File: src/rtl/traffic_pattern_gen.sv
// Serialises a programmable vehicle pattern (Bike=0, Car=1) MSB first over a valid/ready stream.
// Optional `TRAFFIC_PATTERN_GEN_NOISE_EN fills inter-pattern gaps with LFSR filler traffic.
module traffic_pattern_gen #(
  parameter int unsigned PAT_W = 5,
  parameter int unsigned REP_W = 8,
  parameter int unsigned GAP_W = 4
) (
  input  logic             clk,
  input  logic             rst,
  input  logic             start,
  input  logic [PAT_W-1:0] pattern,
  input  logic [REP_W-1:0] repeat_cnt,
  input  logic [GAP_W-1:0] gap,
  input  logic             ready_in,
  output logic             d_out,
  output logic             valid_out,
  output logic             busy,
  output logic             done
);

  localparam int unsigned IDX_W = (PAT_W > 1) ? $clog2(PAT_W) : 1;
  localparam logic [IDX_W-1:0] LAST_IDX = IDX_W'(PAT_W - 1);

  typedef enum logic [1:0] {
    S_IDLE = 2'd0,
    S_SEND = 2'd1,
    S_GAP  = 2'd2,
    S_DONE = 2'd3
  } state_t;

  state_t           state;
  logic [PAT_W-1:0] pattern_q;
  logic [REP_W-1:0] rep_q;
  logic [GAP_W-1:0] gap_q;
  logic [GAP_W-1:0] gap_cnt;
  logic [IDX_W-1:0] idx;

  logic             xfer;
  logic             last_bit;
  logic             last_rep;
  logic [IDX_W-1:0] idx_nxt;
  logic             bit_nxt;
  logic             msb_q;

  assign xfer     = valid_out & ready_in;
  assign last_bit = (idx == LAST_IDX);
  assign last_rep = (rep_q == REP_W'(1));
  assign idx_nxt  = idx + IDX_W'(1);
  // Only consumed when idx is not the last bit, so idx_nxt never runs past the pattern.
  assign bit_nxt  = pattern_q[LAST_IDX - idx_nxt];
  assign msb_q    = pattern_q[PAT_W-1];

`ifdef TRAFFIC_PATTERN_GEN_NOISE_EN
  logic [7:0] lfsr;
  logic [7:0] lfsr_nxt;
  assign lfsr_nxt = {lfsr[6:0], lfsr[7] ^ lfsr[5] ^ lfsr[4] ^ lfsr[3]};
`endif

  always_ff @(posedge clk) begin
    if (rst) begin
      state     <= S_IDLE;
      pattern_q <= '0;
      rep_q     <= '0;
      gap_q     <= '0;
      gap_cnt   <= '0;
      idx       <= '0;
      d_out     <= 1'b0;
      valid_out <= 1'b0;
      busy      <= 1'b0;
      done      <= 1'b0;
`ifdef TRAFFIC_PATTERN_GEN_NOISE_EN
      lfsr      <= 8'hA5;
`endif
    end else begin
      case (state)
        S_IDLE: begin
          d_out     <= 1'b0;
          valid_out <= 1'b0;
          busy      <= 1'b0;
          done      <= 1'b0;
          if (start) begin
            pattern_q <= pattern;
            rep_q     <= (repeat_cnt == '0) ? REP_W'(1) : repeat_cnt;
            gap_q     <= gap;
            idx       <= '0;
            state     <= S_SEND;
            valid_out <= 1'b1;
            d_out     <= pattern[PAT_W-1];
            busy      <= 1'b1;
          end
        end

        S_SEND: begin
          if (xfer) begin
            if (last_bit) begin
              idx   <= '0;
              rep_q <= rep_q - REP_W'(1);
              if (last_rep) begin
                state     <= S_DONE;
                valid_out <= 1'b0;
                d_out     <= 1'b0;
                done      <= 1'b1;
              end else if (gap_q == '0) begin
                d_out <= msb_q;
              end else begin
                gap_cnt <= gap_q;
                state   <= S_GAP;
`ifdef TRAFFIC_PATTERN_GEN_NOISE_EN
                valid_out <= 1'b1;
                d_out     <= lfsr[0];
`else
                valid_out <= 1'b0;
                d_out     <= 1'b0;
`endif
              end
            end else begin
              idx   <= idx_nxt;
              d_out <= bit_nxt;
            end
          end
        end

        S_GAP: begin
`ifdef TRAFFIC_PATTERN_GEN_NOISE_EN
          // Filler bits obey the handshake: count and LFSR move only on accepted bits.
          if (xfer) begin
            lfsr    <= lfsr_nxt;
            gap_cnt <= gap_cnt - GAP_W'(1);
            if (gap_cnt == GAP_W'(1)) begin
              state <= S_SEND;
              d_out <= msb_q;
            end else begin
              d_out <= lfsr_nxt[0];
            end
          end
`else
          gap_cnt <= gap_cnt - GAP_W'(1);
          if (gap_cnt == GAP_W'(1)) begin
            state     <= S_SEND;
            valid_out <= 1'b1;
            d_out     <= msb_q;
          end
`endif
        end

        S_DONE: begin
          state     <= S_IDLE;
          done      <= 1'b0;
          busy      <= 1'b0;
          valid_out <= 1'b0;
          d_out     <= 1'b0;
        end

        default: begin
          state     <= S_IDLE;
          done      <= 1'b0;
          busy      <= 1'b0;
          valid_out <= 1'b0;
          d_out     <= 1'b0;
        end
      endcase
    end
  end

endmodule

File: config.mk
export PLATFORM = sky130hd
export DESIGN_NAME = traffic_pattern_gen
export DESIGN_NICKNAME = d
export VERILOG_FILES = /design/src/rtl/traffic_pattern_gen.sv
export SDC_FILE = /design/constraint.sdc
export NUM_CORES = 1
export LEC_CHECK = 0
export CAP_MARGIN = 10
export CORE_ASPECT_RATIO = 1.4
export CORE_MARGIN = 5
export CORE_UTILIZATION = 57
export CTS_BUF_LIST = sky130_fd_sc_hd__clkbuf_16
export DETAILED_ROUTE_END_ITERATION = 10
export GPL_ROUTABILITY_DRIVEN = 0
export PLACE_DENSITY_LB_ADDON = 0.15
export SYNTH_ARGS = -nofsm -noshare
export SYNTH_HDL_FRONTEND = slang
export SYNTH_SLANG_ARGS = --single-unit
File: constraint.sdc
create_clock -name clk -period 5.1 [get_ports clk]
set_input_delay 1.02 -clock clk [delete_from_list [all_inputs] [get_ports clk]]
set_output_delay 1.02 -clock clk [all_outputs]
set_load 0.01 [all_outputs]
==> impl_metrics.py <==
metrics = {
    "routing": {
        "via_count": 1692,
        "ant_nets": 0,
        "viasPerCell": 5.81,
        "drtIter0Drc": 76,
        "dr.pass1.iters": 5,
        "wl_per_cell_um": 14.0,
        "totalWireLength_um": 4080,
        "remaining_drc_errors": 0,
    },
    "finish": {
        "instances_no_fill": 291,
        "area_delta_synth_final_pct": 21.3,
        "nets": 284,
        "diodes": 0,
        "drive_above_1_share_pct": 4.76,
    },
    "flow_run": {
        "cap_violations": 0,
    },
    "synth": {
        "ys_ff_latch": 30,
        "ys_warn_count": 0,
        "synth_most_common_cell": "dfxtp_1",
        "synth_common_cells": "30 x dfxtp_1, 25 x a21oi_1, 24 x nand2_1",
        "netlist_instances": 229,
        "synth.avg_cell_area_sq_um": 7.88,
        "synth_compound_area_share_pct": 21.7,
        "synth_top_flop_cell": "dfxtp_1",
        "synth_largest_area_cell": "dfxtp_1",
        "synth-simple-area-share_pct": 23.7,
        "synth-xor-area-share_pct": 0.485,
        "syn_area_sq_um": 1810,
        "yosys.area.top_type_share_pct": 33.3,
        "synth_top_family_by_area": "simple AND/OR/NAND/NOR gates",
        "synth_adder_area_share_pct": 8.32,
        "synthMuxAreaShare_pct": 6.51,
        "synth_edf_count": 0,
        "syn_nets": 262,
        "synth_area_leaders": "dfxtp_1 33%, ha_1 8.3%, a21oi_1 6.9%, nand2_1 5.0%, mux2i_1 4.4%",
        "synth_cell_types": 44,
        "async_flop_share_pct": 0,
        "ys_seq_area_share_pct": 33.3,
    },
    "power": {
        "power_frac_seq_pct": 30.6,
        "p_sw_uw": 462,
        "swShare_pct": 39.9,
        "p_clk_share_pct": 23.5,
        "power.internal_uw": 696,
        "power_density_nw_per_um2": 529,
        "combPwrFrac_pct": 45.9,
        "ir_worst_vdd_mv": 0.322,
        "cellLeakagePower_nw": 0.836,
    },
    "clocking": {
        "h-tree-depth": 2,
        "cts_setup_buffers": 0,
        "postCtsHoldBufs": 0,
        "clk_pin_slew_worst_paths_ps": 50,
        "insertion_delay_ps": 270,
        "cts_tree": "built",
        "cts.sinks": 30,
        "clock-root-buffer": "clkbuf_16",
        "ctsResizeCount": 0,
        "clock_path_buffers": 2,
        "cts_buffers": 5,
    },
    "critical_path": {
        "reg2reg_depth": 5,
        "crit_arrival_ps": 3130,
        "start_kind": "primary input",
        "worstPathRequired_ps": 5300,
        "crit_path_end_kind": "flop",
        "critPathKind": "primary input to flop",
        "critical_path.max_fanout": 14,
    },
    "sta": {
        "hold_viol": 0,
        "rsz0062_at_grt": "false",
        "setup_viol": 0,
        "skew_ps": 2.61,
        "setup_tns_ps": 0,
        "fmax_mhz": 341,
        "tightest_slew_ps": 950,
        "fin_crit_sh_pct": 57.4,
        "whs_ps": 456,
        "post-route-min-period_ps": 2930,
        "relSlewSlack_pct": 36.7,
        "final_max_slew_viol_count": 0,
    },
    "floorplan": {
        "fp.dieW_um": 57.6,
        "die_y_um": 76.6,
        "pin_count": 25,
        "initial_core_util_pct": 58.4,
        "core_area_sq_um": 3090,
        "rows": 24,
        "dieArea_sq_um": 4410,
    },
    "grt": {
        "grt_start_max_net_pins": 32,
        "grt-ovfl-total": 0,
        "grt_antenna_before_repair": 0,
        "grt_usage_pct": 19.6,
        "grt_pass1_wl_um": 6930,
        "grt_pass1_vias": 1591,
    },
    "placed_design": {
        "dp_hpwl_um": 2930,
        "dp.cells": 283,
        "port_buffers": 24,
    },
    "min_path": {
        "hold_depth": 2,
        "hp-class": "flop to flop",
    },
    "status": {
        "outcome": "finished, final reports clean",
    },
}
==> registers in the layout, summed over array words and instances, names as in the netlist <==
| signal | cells |
|---|---|
| busy | 1 |
| d_out | 1 |
| done | 1 |
| gap_cnt | 4 |
| gap_q | 4 |
| idx | 3 |
| pattern_q | 5 |
| rep_q | 8 |
| state | 2 |
| valid_out | 1 |
==> through the flow <==
step	setup WS [ps]	cell area [sq um]	utilization (%)	total power [mW]
3_5_place_dp	1920	2050	66.4	0.889
3_3_place_gp	1980	2050	66.4	0.877
2_1_floorplan	3120	1810	-	0.758
4_1_cts	2200	2190	70.8	1.17
5_1_grt	2020	2190	70.8	1.25
6_report	2170	2190	70.8	1.16
==> layer usage <==
layer / share of wire, % / vias up / wire length, um / global-route usage, %
met2: 52 / 52 / 2130 / 33.1
met3: 5.8 / 8 / 238 / 4.07
met5: 0 / - / 0 / 0
li1: - / 861 / - / -
met4: 2.0 / 0 / 82 / 8.35
met1: 40 / 771 / 1620 / 23.2
==> final cells by class <==
type	instances	area, sq um
clock buffers	5	125
multi-input cells	173	1100
repair buffers	25	248
inverters	16	60.1
clock inverters	3	11.3
fillers	253	903
flip-flops and latches	30	601
well taps	39	48.8
==> power groups by stage <==
stage	Combinational [mW]	Clock (mW)	Sequential, mW
after detailed placement	0.530	0	0.358
final	0.531	0.272	0.355
after CTS	0.534	0.277	0.354
after global placement	0.520	0	0.357
after floorplan	0.413	0	0.346
after global routing	0.596	0.289	0.365
==> cell usage in the layout (no fill, tap or decap), drive strengths merged, types with 2 or more instances in the layout <==
| cell type | count |
|---|---|
| a211oi | 3 |
| a21bo | 2 |
| a21boi | 2 |
| a21oi | 25 |
| a31oi | 2 |
| and3 | 2 |
| clkbuf | 5 |
| clkdlybuf4s50 | 24 |
| clkinv | 3 |
| dfxtp | 30 |
| ha | 12 |
| inv | 16 |
| mux2i | 8 |
| nand2 | 24 |
| nand2b | 3 |
| nand3 | 14 |
| nand3b | 3 |
| nand4 | 2 |
| nor2 | 19 |
| nor2b | 5 |
| nor3 | 2 |
| nor3b | 2 |
| nor4 | 4 |
| o2111ai | 2 |
| o21ai | 15 |
| o22ai | 3 |
| o31a | 2 |
| or3 | 2 |
| or4 | 2 |
==> logic make-up (layout without fill, tap and decap cells) <==
| group | Yosys count | count (layout) |
|---|---|---|
| buffers and inverters | 26 | 49 |
| and+or+nand+nor | 87 | 87 |
| adders and majority gates | 12 | 12 |
| AOI/OAI and AO/OA | 63 | 63 |
| muxes | 10 | 10 |
| xor gates and xnor gates | 1 | 1 |
| DFF | 30 | 30 |
==> worst max-delay path, cell delays in order <==
cell and delay (ps):
clkdlybuf4s50_1 780, nand2b_1 230, o2111ai_1 420, or3_1 510
a31oi_1 160
==> worst paths after layout <==
check                                 start                        end  slack, ps
hold / removal    pattern_q[3]$_SDFFE_PP0P_  pattern_q[3]$_SDFFE_PP0P_        460
setup / recovery                      start      rep_q[0]$_SDFFE_PP0P_       2170
setup reg to reg      state[1]$_SDFFE_PP0P_      rep_q[0]$_SDFFE_PP0P_       2530
hold reg to reg   pattern_q[3]$_SDFFE_PP0P_  pattern_q[3]$_SDFFE_PP0P_        460
Power figures use the tool's default switching activity.
